`src/rtl/elevator_ctrl.sv`:
```
`default_nettype none
// ============================================================================
// elevator_ctrl : 4-floor elevator car controller with SCAN scheduling
// Rev 1.0
// ============================================================================
module elevator_ctrl #(
    parameter int unsigned MOVE_CYCLES = 100_000_000,
    parameter int unsigned DOOR_CYCLES = 150_000_000
) (
    input  logic       clk,
    input  logic       rst_n,
    input  logic [3:0] floor_req,
    output logic [1:0] now_floor,
    output logic [1:0] direction,
    output logic       door_state,
    output logic [1:0] pointer,
    output logic [3:0] req_pending
);

    typedef enum logic [1:0] {
        IDLE = 2'd0,
        MOVE = 2'd1,
        DOOR = 2'd2
    } state_t;

    localparam logic        DIR_UP    = 1'b0;
    localparam logic        DIR_DN    = 1'b1;
    localparam logic [31:0] MOVE_LAST = 32'(MOVE_CYCLES - 1);
    localparam logic [31:0] DOOR_LAST = 32'(DOOR_CYCLES - 1);

    state_t      state, state_nx;
    logic [31:0] timer, timer_nx;
    logic        last_dir, last_dir_nx;
    logic [1:0]  floor_nx;
    logic [3:0]  clr_mask;
    logic [3:0]  set_mask;
    logic        pend_above, pend_below, scan_up;

    function automatic logic [3:0] above_mask(input logic [1:0] f);
        return 4'b1110 << f;
    endfunction

    function automatic logic [3:0] below_mask(input logic [1:0] f);
        return ~(4'b1111 << f);
    endfunction

    assign pend_above = |(req_pending & above_mask(now_floor));
    assign pend_below = |(req_pending & below_mask(now_floor));
    assign scan_up    = pend_above && (last_dir == DIR_UP || !pend_below);

    // A press of the floor the door is open at only extends the dwell.
    assign set_mask = floor_req & ~((state == DOOR) ? (4'b0001 << now_floor) : 4'b0000);

    always_comb begin
        state_nx    = state;
        timer_nx    = timer;
        last_dir_nx = last_dir;
        floor_nx    = now_floor;
        clr_mask    = 4'b0000;
        case (state)
            IDLE: begin
                timer_nx = 32'd0;
                if (req_pending[now_floor]) begin
                    state_nx = DOOR;
                    clr_mask[now_floor] = 1'b1;
                end else if (scan_up) begin
                    state_nx    = MOVE;
                    last_dir_nx = DIR_UP;
                end else if (pend_below) begin
                    state_nx    = MOVE;
                    last_dir_nx = DIR_DN;
                end
            end
            MOVE: begin
                if (timer == MOVE_LAST) begin
                    timer_nx = 32'd0;
                    if ((last_dir == DIR_UP && now_floor == 2'd3) ||
                        (last_dir == DIR_DN && now_floor == 2'd0)) begin
                        state_nx = IDLE;
                    end else begin
                        floor_nx = (last_dir == DIR_UP) ? now_floor + 2'd1 : now_floor - 2'd1;
                        if (req_pending[floor_nx]) begin
                            state_nx = DOOR;
                            clr_mask[floor_nx] = 1'b1;
                        end else if ((last_dir == DIR_UP && |(req_pending & above_mask(floor_nx))) ||
                                     (last_dir == DIR_DN && |(req_pending & below_mask(floor_nx)))) begin
                            state_nx = MOVE;
                        end else begin
                            state_nx = IDLE;
                        end
                    end
                end else begin
                    timer_nx = timer + 32'd1;
                end
            end
            DOOR: begin
                if (floor_req[now_floor]) begin
                    timer_nx = 32'd0;
                end else if (timer == DOOR_LAST) begin
                    timer_nx = 32'd0;
                    state_nx = IDLE;
                end else begin
                    timer_nx = timer + 32'd1;
                end
            end
            default: begin
                state_nx = IDLE;
                timer_nx = 32'd0;
            end
        endcase
    end

    always_ff @(posedge clk or negedge rst_n) begin
        if (!rst_n) begin
            state       <= IDLE;
            timer       <= 32'd0;
            last_dir    <= DIR_UP;
            now_floor   <= 2'd0;
            direction   <= 2'b00;
            door_state  <= 1'b0;
            pointer     <= 2'b00;
            req_pending <= 4'b0000;
        end else begin
            state       <= state_nx;
            timer       <= timer_nx;
            last_dir    <= last_dir_nx;
            now_floor   <= floor_nx;
            req_pending <= (req_pending | set_mask) & ~clr_mask;
            // Status outputs follow the next state so they line up with it.
            direction   <= (state_nx == MOVE) ? ((last_dir_nx == DIR_DN) ? 2'b10 : 2'b01) : 2'b00;
            door_state  <= (state_nx == DOOR);
            pointer     <= scan_up ? 2'b01 : (pend_below ? 2'b10 : 2'b00);
        end
    end

endmodule
`default_nettype wire

```
`config.mk`:
```
export PLATFORM = sky130hd
export DESIGN_NAME = elevator_ctrl
export DESIGN_NICKNAME = d
export VERILOG_FILES = /design/src/rtl/elevator_ctrl.sv
export SDC_FILE = /design/constraint.sdc
export NUM_CORES = 1
export LEC_CHECK = 0
export CORE_ASPECT_RATIO = 1.1
export CORE_MARGIN = 5
export CORE_UTILIZATION = 59
export CTS_CLUSTER_SIZE = 28
export DETAILED_ROUTE_END_ITERATION = 6
export GPL_ROUTABILITY_DRIVEN = 1
export PLACE_DENSITY_LB_ADDON = 0.08
export SYNTH_ARGS = -nofsm -noshare
export SYNTH_HDL_FRONTEND = slang
export SYNTH_SLANG_ARGS = --single-unit
```
`constraint.sdc`:
```
create_clock -name clk -period 4.69 [get_ports clk]
set_clock_uncertainty 0.15 [all_clocks]
set_input_delay 0.7035 -clock clk [delete_from_list [all_inputs] [get_ports clk]]
set_output_delay 0.7035 -clock clk [all_outputs]
set_load 0.01 [all_outputs]
```
==> results.toml <==
[hold_path]
min_path_type = "reg -> reg"

[floorplan]
die-height_um = 79.5
initial_utilization_pct = 60.4
rows = 25
die-area_um2 = 5810
pin_count = 17
core_area_um2 = 4290
die_w_um = 73.2

[clocking]
cts_root_buf = "clkbuf_8"
clock_sinks = 46
numCtsBuffers = 5
cts_resized = 0
worstSkewPairLatency_ps = 300
post_cts_buffers = 0
hold_buffers = 0
cts_tree = "yes"
cts.htree.levels = 2
cts_buffer_depth = 2
clk_pin_slew_ps = 80

[yosys]
synthTopCellsByCount = "46 x dfrtp_1, 46 x nor2_1, 20 x nand3_1, 17 x xor2_1, 15 x xnor2_1"
synth_top_flop_cell = "dfrtp_1"
ys_seq_area_share_pct = 44.5
yosysWarnings = 0
async_flop_share_pct = 100
syn-instance-count = 267
yosysTopAreaCell = "dfrtp_1"
synth-edff-count = 0
synth_area_um2 = 2590
synth_seq_cells = 46
netlist_top_cells_area = "dfrtp_1 44%, nor2_1 6.7%, xor2_1 5.8%"
synth_top_cell_area_share_pct = 44.5
synth_cell_type_count = 45
avgSynthCellArea_um2 = 9.70
synthesis.nets = 282

[final_layout]
final_util_pct = 66.5
layout-drive-gt1-share_pct = 5.65
fin_nets = 298
syn2layout_area_growth_pct = 10.1
final_area_um2 = 2850
num_antenna_cells = 0
fill_cells = 343

[critical_path]
critPathMaxStageDelay_ps = 650
critical_path_arrival_ps = 3090
cp_data_required_time_ps = 4750
cp-start-kind = "flip-flop"
path_cells = "xor2_1, ha_1, mux4_2, nor3_1, a2111oi_0, nor3b_1"
crit_type = "reg -> reg"
critPathSlowestCell = "dfrtp_1"
path_max_fanout = 14
end_kind = "flip-flop"

[detailed_routing]
routed_via_density = 5.93
drcViolationCount = 0
vias = 1997
wirelength_mm = 5.29
drt_pass1_iterations = 4
wl_per_cell_um = 15.7
drt_iter0_drc = 118
postRouteAntennaNets = 0

[grt]
grt-ovfl-total = 0
met1_usage_pct = 27.3
grt_start_max_net_pins = 47
grt_util_all_layers_pct = 21.7
antenna_found_initial = 0
use_met3_pct = 3.40
top_usage_layer = "met2"
grt_pass1_wl_mm = 9.93
grt_pass1_vias = 2129
gr-usage-met2_pct = 37.1

[sta]
period_needed_ps = 3020
final_hold_viol_count = 0
rsz0062_at_grt = "false"
setup_violations = 0
slew_headroom_pct = 33.1
fin_crit_sh_pct = 64.5
worstMarginPinSlew_ps = 1000
fmax_mhz = 331
finalMaxSlewViolations = 0
setup_tns_ps = 0

[power_and_ir_drop]
p_leak_nw = 1.16
power_density_nw_per_um2 = 328
vdd_drop_max_v = 0.000205
total_power_mw = 0.935

[placement]
dp_hpwl_mm = 3.86
io_buffers = 16
gp_congestion = 0.902
postPlaceCellArea_um2 = 2780

[run_status]
status = "finished clean"

[job]
drv_cap = 0
## routing by layer
metal	share of wire [%]	up-vias
met5	0	-
met4	1.7	0
met3	3.4	9
met2	51	46
met1	43	959
li1	-	983
## through the flow
stage	setup WS (ps)	cells	hold slack [ps]
floorplan	2080	267	258
global placement	1610	330	350
detailed placement	1560	330	360
CTS	1670	337	371
global route	1370	337	419
finish	1670	337	376
## cell type report
class | count | area [um2] | share of cell area (%)
inverter | 11 | 41.3 | 1.45
clock buffer | 7 | 76.3 | 2.68
multi-input combinational | 203 | 1360 | 47.7
sequential | 46 | 1150 | 40.4
tap | 54 | 67.6 | 2.37
timing repair buffer | 16 | 155 | 5.44
## power by group
part / internal [mW] / total [mW] / switching (mW)
clock: 0.103 / 0.228 / 0.125
combinational: 0.0974 / 0.258 / 0.161
sequential: 0.421 / 0.449 / 0.0279
## final timing paths
kind                              start  slack [ps]          to  cells past startpoint
max                        now_floor[1]        1670  door_state                      6
max in group asynchronous         rst_n        3360   timer[27]                      1
min                            timer[0]         380    timer[0]                      1
max reg2reg                now_floor[1]        1670  door_state                      6
min reg2reg                    timer[0]         380    timer[0]                      1
min in group asynchronous         rst_n         420   timer[22]                      1
## critical path, delay by kind of cell (launching register included)
kind | cells | cell delay (ps)
and+or+nand+nor | 2 | 860
DFF | 1 | 650
muxes | 1 | 520
adders and majority gates | 1 | 350
xor gates and xnor gates | 1 | 200
AOI/OAI and AO/OA | 1 | 200
## registers in the layout, indices dropped and copies added, names as in the netlist
name and flops:
req_pending 4, direction 2, timer 32, door_state 1
now_floor 2, last_dir 1, state 2, pointer 2
## cells by family after synthesis
group	share of synthesized area [%]
flip-flops	44.5
buffers and inverters	3.00
adder cells (fa/ha/maj)	4.35
AO/OA/AOI/OAI	8.84
multiplexers	3.43
AND/OR/NAND/NOR	25.1
XOR/XNOR	10.8
## cell usage in the layout, fill, tap and decap left out, types with 2 or more instances in the layout
cell type,instances
nor4b_2,2
o21ai_0,3
dfrtp_1,46
nor4_2,3
nor4_1,2
a21oi_1,10
nand2b_1,3
clkdlybuf4s50_1,15
o22a_1,2
and3_1,10
o21ai_1,2
nor3_1,6
nor2_1,46
clkbuf_1,2
o22ai_1,2
and4_1,4
inv_1,11
o211ai_1,2
ha_1,9
nand2_1,14
xor2_1,17
xnor2_1,15
nand3_1,20
mux4_2,3
clkbuf_8,5
nand4_1,8
o21a_1,3
Power figures use the tool's default switching activity.
